## config.mk

```make
export PLATFORM = sky130hd
export DESIGN_NAME = round_key_sequencer_flat
export DESIGN_NICKNAME = d
export VERILOG_FILES = /design/src/rtl/round_key_sequencer_if.sv /design/src/rtl/round_key_sequencer.sv /design/src/flat_wrapper.sv
export SDC_FILE = /design/constraint.sdc
export NUM_CORES = 2
export LEC_CHECK = 0
export ABC_CLOCK_PERIOD_IN_PS = 43600
export CAP_MARGIN = 40
export CORE_AREA = 10 10 604 606
export DETAILED_ROUTE_END_ITERATION = 8
export DIE_AREA = 0 0 614 616
export GPL_ROUTABILITY_DRIVEN = 0
export GPL_TIMING_DRIVEN = 0
export PLACE_DENSITY = 0.43
export SYNTH_ARGS = -nofsm -noshare
export SYNTH_HDL_FRONTEND = slang
export SYNTH_SLANG_ARGS = --single-unit
```

## constraint.sdc

```tcl
create_clock -name clk -period 43.6 [get_ports clk]
set_input_delay 4.36 -clock clk [delete_from_list [all_inputs] [get_ports clk]]
set_output_delay 4.36 -clock clk [all_outputs]
set_load 0.03 [all_outputs]
```

## src/rtl/round_key_sequencer_if.sv

```systemverilog
// round_key_sequencer_if: key-bundle load, stream request and round-key handshake bus.
interface round_key_sequencer_if;
  logic [1407:0] round_keys_in;
  logic          key_load;
  logic          start;
  logic          decrypt;
  logic          key_ready;
  logic          busy;
  logic          rk_valid;
  logic          rk_ready;
  logic [127:0]  rk_data;
  logic [3:0]    rk_index;
  logic          rk_last;
  modport master (
    output round_keys_in, key_load, start, decrypt, rk_ready,
    input  key_ready, busy, rk_valid, rk_data, rk_index, rk_last
  );
  modport slave (
    input  round_keys_in, key_load, start, decrypt, rk_ready,
    output key_ready, busy, rk_valid, rk_data, rk_index, rk_last
  );
endinterface

```

## src/rtl/round_key_sequencer.sv

```systemverilog
// round_key_sequencer: buffers an 11-key schedule bundle and streams one round key per handshake,
// forward (0..10) for encryption or reverse (10..0) for decryption.
module round_key_sequencer (
  input logic                    clk,
  input logic                    rst,
  round_key_sequencer_if.slave   bus
);
  typedef enum logic [1:0] {EMPTY, LOADED, STREAM} state_t;
  state_t       r_state;
  logic [127:0] r_slot [11];
  logic [3:0]   r_ptr;
  logic         r_dir;
  logic         w_valid;
  logic         w_term;
  assign w_valid = r_state == STREAM;
  assign w_term  = r_ptr == (r_dir ? 4'd0 : 4'd10);
  // Load beats start; the bundle is frozen while a stream is running.
  always_ff @(posedge clk)
    if (rst) begin
      r_state <= EMPTY;
      r_ptr   <= '0;
      r_dir   <= 1'b0;
      for (int k = 0; k < 11; k++) r_slot[k] <= '0;
    end else if (r_state != STREAM && bus.key_load) begin
      for (int k = 0; k < 11; k++) r_slot[k] <= bus.round_keys_in[128*k +: 128];
      r_state <= LOADED;
    end else if (r_state == LOADED && bus.start) begin
      r_dir   <= bus.decrypt;
      r_ptr   <= bus.decrypt ? 4'd10 : 4'd0;
      r_state <= STREAM;
    end else if (w_valid && bus.rk_ready) begin
      if (w_term) r_state <= LOADED;
      else r_ptr <= r_dir ? r_ptr - 4'd1 : r_ptr + 4'd1;
    end
  assign bus.key_ready = r_state != EMPTY;
  assign bus.busy      = w_valid;
  assign bus.rk_valid  = w_valid;
  assign bus.rk_data   = w_valid ? r_slot[r_ptr] : '0;
  assign bus.rk_index  = w_valid ? r_ptr : 4'd0;
  assign bus.rk_last   = w_valid & w_term;
endmodule

```

## src/flat_wrapper.sv

```systemverilog
// flat-port wrapper written by rule: the top's interface ports become plain ports
module round_key_sequencer_flat 
  (clk, rst, bus_round_keys_in, bus_key_load, bus_start, bus_decrypt, bus_rk_ready, bus_key_ready, bus_busy, bus_rk_valid, bus_rk_data, bus_rk_index, bus_rk_last);
  round_key_sequencer_if bus_i ();
  input logic clk;
  input logic rst;
  input wire logic [$bits(bus_i.round_keys_in)-1:0] bus_round_keys_in;
  input wire logic [$bits(bus_i.key_load)-1:0] bus_key_load;
  input wire logic [$bits(bus_i.start)-1:0] bus_start;
  input wire logic [$bits(bus_i.decrypt)-1:0] bus_decrypt;
  input wire logic [$bits(bus_i.rk_ready)-1:0] bus_rk_ready;
  output wire logic [$bits(bus_i.key_ready)-1:0] bus_key_ready;
  output wire logic [$bits(bus_i.busy)-1:0] bus_busy;
  output wire logic [$bits(bus_i.rk_valid)-1:0] bus_rk_valid;
  output wire logic [$bits(bus_i.rk_data)-1:0] bus_rk_data;
  output wire logic [$bits(bus_i.rk_index)-1:0] bus_rk_index;
  output wire logic [$bits(bus_i.rk_last)-1:0] bus_rk_last;
  assign bus_i.round_keys_in = bus_round_keys_in;
  assign bus_i.key_load = bus_key_load;
  assign bus_i.start = bus_start;
  assign bus_i.decrypt = bus_decrypt;
  assign bus_i.rk_ready = bus_rk_ready;
  assign bus_key_ready = bus_i.key_ready;
  assign bus_busy = bus_i.busy;
  assign bus_rk_valid = bus_i.rk_valid;
  assign bus_rk_data = bus_i.rk_data;
  assign bus_rk_index = bus_i.rk_index;
  assign bus_rk_last = bus_i.rk_last;
  round_key_sequencer u_core (.clk(clk), .rst(rst), .bus(bus_i));
endmodule
```

**Yosys cells after proc, flatten, opt, wreduce, memory -nomap -nowiden**

Memories as Yosys holds them, arrays and structs flattened. A register that Yosys moved wholly into a read port is not among the register bits.
Index checks and enable logic that the tools add are counted.

- Flip-flop bits (word level): 7
- RAM bits: 1408
- Output and inout port bits: 136
- Logic and storage cells: 68
- Memories: 1

- Add/sub/neg operators: 2
- Eq/ne operators: 5
- Muxes and demuxes: 30
- Bitwise logic cells: 13
- Reduce and logical (&&, ||, !) cells: 13

Memory list:

| name | words | bits a word | rd ports | clocked after memory_dff | write ports | line | source |
|---|---|---|---|---|---|---|---|
| u_core.r_slot | 11 | 128 | 1 | 1 | 11 | round_key_sequencer.sv:10 | `logic [127:0] r_slot [11];` |

Operator list:

| operator | count |
|---|---|
| 2-to-1 mux 128 bit | 12 |
| 2-to-1 mux 4 bit | 9 |
| bitwise OR 1 bit | 11 |
| 2-to-1 mux 1 bit | 6 |
| 2-to-1 mux 2 bit | 3 |
| AND reduction 2 bit | 3 |
| nonzero test 2 bit | 3 |
| nonzero test 3 bit | 2 |
| adder 4 x 1 -> 4 bit, second input constant | 1 |
| equality test 4 bit | 1 |
| != test 2 bit, second input constant | 2 |
| subtractor 4 x 1 -> 4 bit, second input constant | 1 |
| logical AND 1 bit | 3 |
| AND reduction 3 bit | 1 |
| equality test 2 x 1 -> 1 bit, second input constant | 1 |
| equality test 2 bit, second input constant | 1 |
| OR reduction 2 bit | 1 |
| AND 1 bit | 1 |
| inverter 1 bit | 1 |

**Longest topological paths before layout**

- Depth in word-level cells: 7
- Gate-level depth with buffers: 7

**Least setup slack after synthesis**

No wires, ideal clock.

- Path type: input-to-reg
- Start: input port rst
- End: memory u_core.r_slot[0][0] (enable)
- Library setup time: 9594 ps
- Arrival: 27289 ps
- Setup slack: 6718 ps
- Stages on the path: 3
- Path buffers: 1
- Cells stage by stage: clkbuf_1 -> inv_1 -> nand2_1

RTL lines:

| item | line | source |
|---|---|---|
| start, declared | flat_wrapper.sv:6 | `input logic rst;` |
| end, declared | round_key_sequencer.sv:10 |  |

==> metrics <==
non-filler instance count after layout=11400; vias per cell=4.20; antenna violations before repair=279; Initial DRC Count=4888; Setup CP Type=flip-flop to output pin; floorplan core area=352000 µm²; Async S/R FF share, synth=0%; register area share after synthesis=66.4%; worst min path class=flip-flop to flip-flop; status=finished clean; overall routing resource usage=19.4%; Hold Crit Depth=2; final setup fails=0; Die Ht=616 µm; most common cell in the netlist=edfxtp_1; Setup TNS Final=0 ns; Main synth FF type=edfxtp_1; hold buffers post-CTS=0; Hold Vio Cnt, Final=0; fmax=110 MHz; unrepaired setup endpoints after global routing=no; Final HPWL DP=319000 µm; Reg area=42500 µm²; CP Launch Type=flip-flop; die width=614 µm; clk sink count=1419; crit path capture type=output pin; largest net degree at the start of global routing=64; I/O pin cnt=1550; H-tree levels=4; DRC violations left=0; total power=3600 µW; Layout Skew=0.0380 ns; slew at the pin closest to its max-slew limit=0.901 ns; vias=48000; Initial Util=18.2%; Worst EP required=39.24 ns; Net Count, Synth=6061; Seq cells post-synth=1419; first-pass GRT wire length=488000 µm; # rows=218; Mean Syn Cell Area=13.8 µm²; top cells by area, synth=edfxtp_1 66%, and2_1 13%, mux2i_1 10%; nets=7877; Clock Path Buffers=4; Overflow after GRT=0; number of global-route vias before repair=48600; maximum VDD drop=0.0000255 V; Root Buffer Master=clkbuf_16; footprint of the multi-input gates=19900 µm²; first-pass iteration count of the detailed router=6; yosys warns=0; met3 usage=5.08%; r2r endpoint=u_core.r_slot[2][53]$_SDFFCE_PN0P_; Mapped Area=64000 µm²; # fillers=36700; Distinct cells, synth=34; power per cell area=38.7 nW/µm²; postcts setup bufs=0; Post-synth EDFFs=1408; CTS resizes=0; met1 usage=23.0%; Commonest cells post-synth=1408 x edfxtp_1, 1283 x and2_1, 640 x mux2i_1; max_slew headroom=38.2%; Cells after Synth=4643; Period Utilization, post-route=20.9%; Final ANT Viol Nets=0; DP Cell Count=11000; clock buffer count from CTS=183; Final Critical Period=9.12 ns; post-synth top area cell=edfxtp_1; Leak=0.0326 µW; drt total wl=386000 µm; met2 GRT Util=34.6%; clk_lat worst skew=0.86 ns; clk slew on worst S/H paths=0.06 ns; fin util=26.4%; Die ar.=378000 µm²; Min Hold Slack=0.531 ns; hold path endpoint=u_core.r_ptr[0]$_SDFFE_PP0P_; min-delay src=u_core.r_ptr[0]$_SDFFE_PP0P_; wire length per cell=33.7 µm; total of max-cap violations=0; busiest grt layer=met2; Slew Viols, Final=0; port bufs=1549; Reg2Reg Depth=9; Area growth syn-to-layout=45.3%; post-synth top area share=66.0%; launching point of the worst reg2reg path=u_core.r_state[0]$_SDFFE_PP0P_; critical path arrival=4.76 ns; reg2reg setup slack=39.98 ns; layout cells sized above 1=8.56%; CTS tree=built; CP Max Fanout=10
[layout by cell type, fill, tap and decap left out, types with 3 or more instances in the layout]
| cell type | count |
|---|---|
| inv_6 | 5 |
| inv_1 | 5 |
| buf_4 | 17 |
| clkdlybuf4s50_1 | 1549 |
| buf_6 | 9 |
| nor2b_1 | 130 |
| mux2i_1 | 640 |
| and2_1 | 1283 |
| diode_2 | 105 |
| buf_1 | 10 |
| edfxtp_1 | 1408 |
| clkbuf_2 | 16 |
| a221oi_1 | 4 |
| nand2b_1 | 3 |
| buf_16 | 21 |
| a22oi_1 | 256 |
| clkinv_4 | 8 |
| buf_8 | 8 |
| clkbuf_16 | 186 |
| o21ai_0 | 131 |
| clkbuf_1 | 150 |
| clkinv_1 | 34 |
| a21oi_1 | 135 |
| nand3_1 | 133 |
| buf_12 | 31 |
| clkinvlp_4 | 11 |
| nor2_1 | 137 |
| dfxtp_1 | 11 |
| bufinv_16 | 15 |
| buf_2 | 203 |
| ha_1 | 3 |
| inv_16 | 4 |
| clkinv_2 | 23 |
| nand2_1 | 4 |
[logic make-up (layout without fill, tap and decap cells)]
kind of cell / count (synthesis) / after routing / synth area share (%)
AND/OR/NAND/NOR: 1699 / 1699 / 15.8
flip-flops: 1419 / 1419 / 66.4
multiplexers: 640 / 640 / 10.0
AO/OA/AOI/OAI: 531 / 531 / 5.19
buffers and inverters: 347 / 2308 / 2.47
adder cells (fa/ha/maj): 4 / 4 / 0.0899
XOR/XNOR: 3 / 3 / 0.0410
other: 0 / 105 / 0
[registers in the layout, summed over array words and instances (netlist names), named ones only]
name,flops
u_core.r_slot,1408
u_core.r_ptr,4
u_core.r_state,2
u_core.r_dir,1
[metal layers]
metal	vias to the layer above	wire length, µm
li1	20600	-
met1	24300	150000
met2	2352	196000
met3	665	29800
met4	82	10600
met5	-	528
[power breakdown]
part           switching [µW]  leakage, µW  internal, µW
Combinational             217       0.0142           199
Clock                     657      0.00281           875
Sequential               39.4       0.0155          1610
Total                     914       0.0326          2690
[per-stage QoR]
stage,setup WS [ns],area [µm²]
detailed placement,34.60,87000
finish,34.48,93100
floorplan,6.72,64000
CTS,34.20,92800
global placement,-11.98,85400
global route,34.26,92900
[how the worst max path moves through the flow]
stage,startpoint,end,slack (ns),cells after the start
2_1_floorplan,rst,u_core.r_slot[0][0]$_SDFFCE_PN0P_,6.72,3
3_3_place_gp,rst,u_core.r_slot[7][44]$_SDFFCE_PN0P_,-11.98,4
3_5_place_dp,rst,u_core.r_slot[9][58]$_SDFFCE_PN0P_,34.60,10
4_1_cts,flip-flop,bus_rk_data[96],34.20,9
5_1_grt,flip-flop,bus_rk_data[96],34.26,9
6_report,flip-flop,bus_rk_data[96],34.48,9
[area by class of cell]
class	instances	area share, %
Sequential cell	1419	45.7
Multi-Input combinational cell	2877	21.4
Timing Repair Buffer	1631	18.3
Tap cell	4730	6.36
Clock buffer	228	5.17
Buffer	342	1.70
Clock inverter	102	1.07
Antenna cell	105	0.282
Inverter	5	0.0202
[critical path, stage by stage (launching register included)]
cell	delay [ns]
dfxtp_1	0.31
buf_2	0.27
buf_2	0.42
buf_12	0.25
buf_2	0.57
mux2i_1	0.18
nor2_1	0.35
a21oi_1	0.16
o21ai_0	0.47
clkdlybuf4s50_1	0.86
Note: power is estimated with default switching activity, not from simulation.
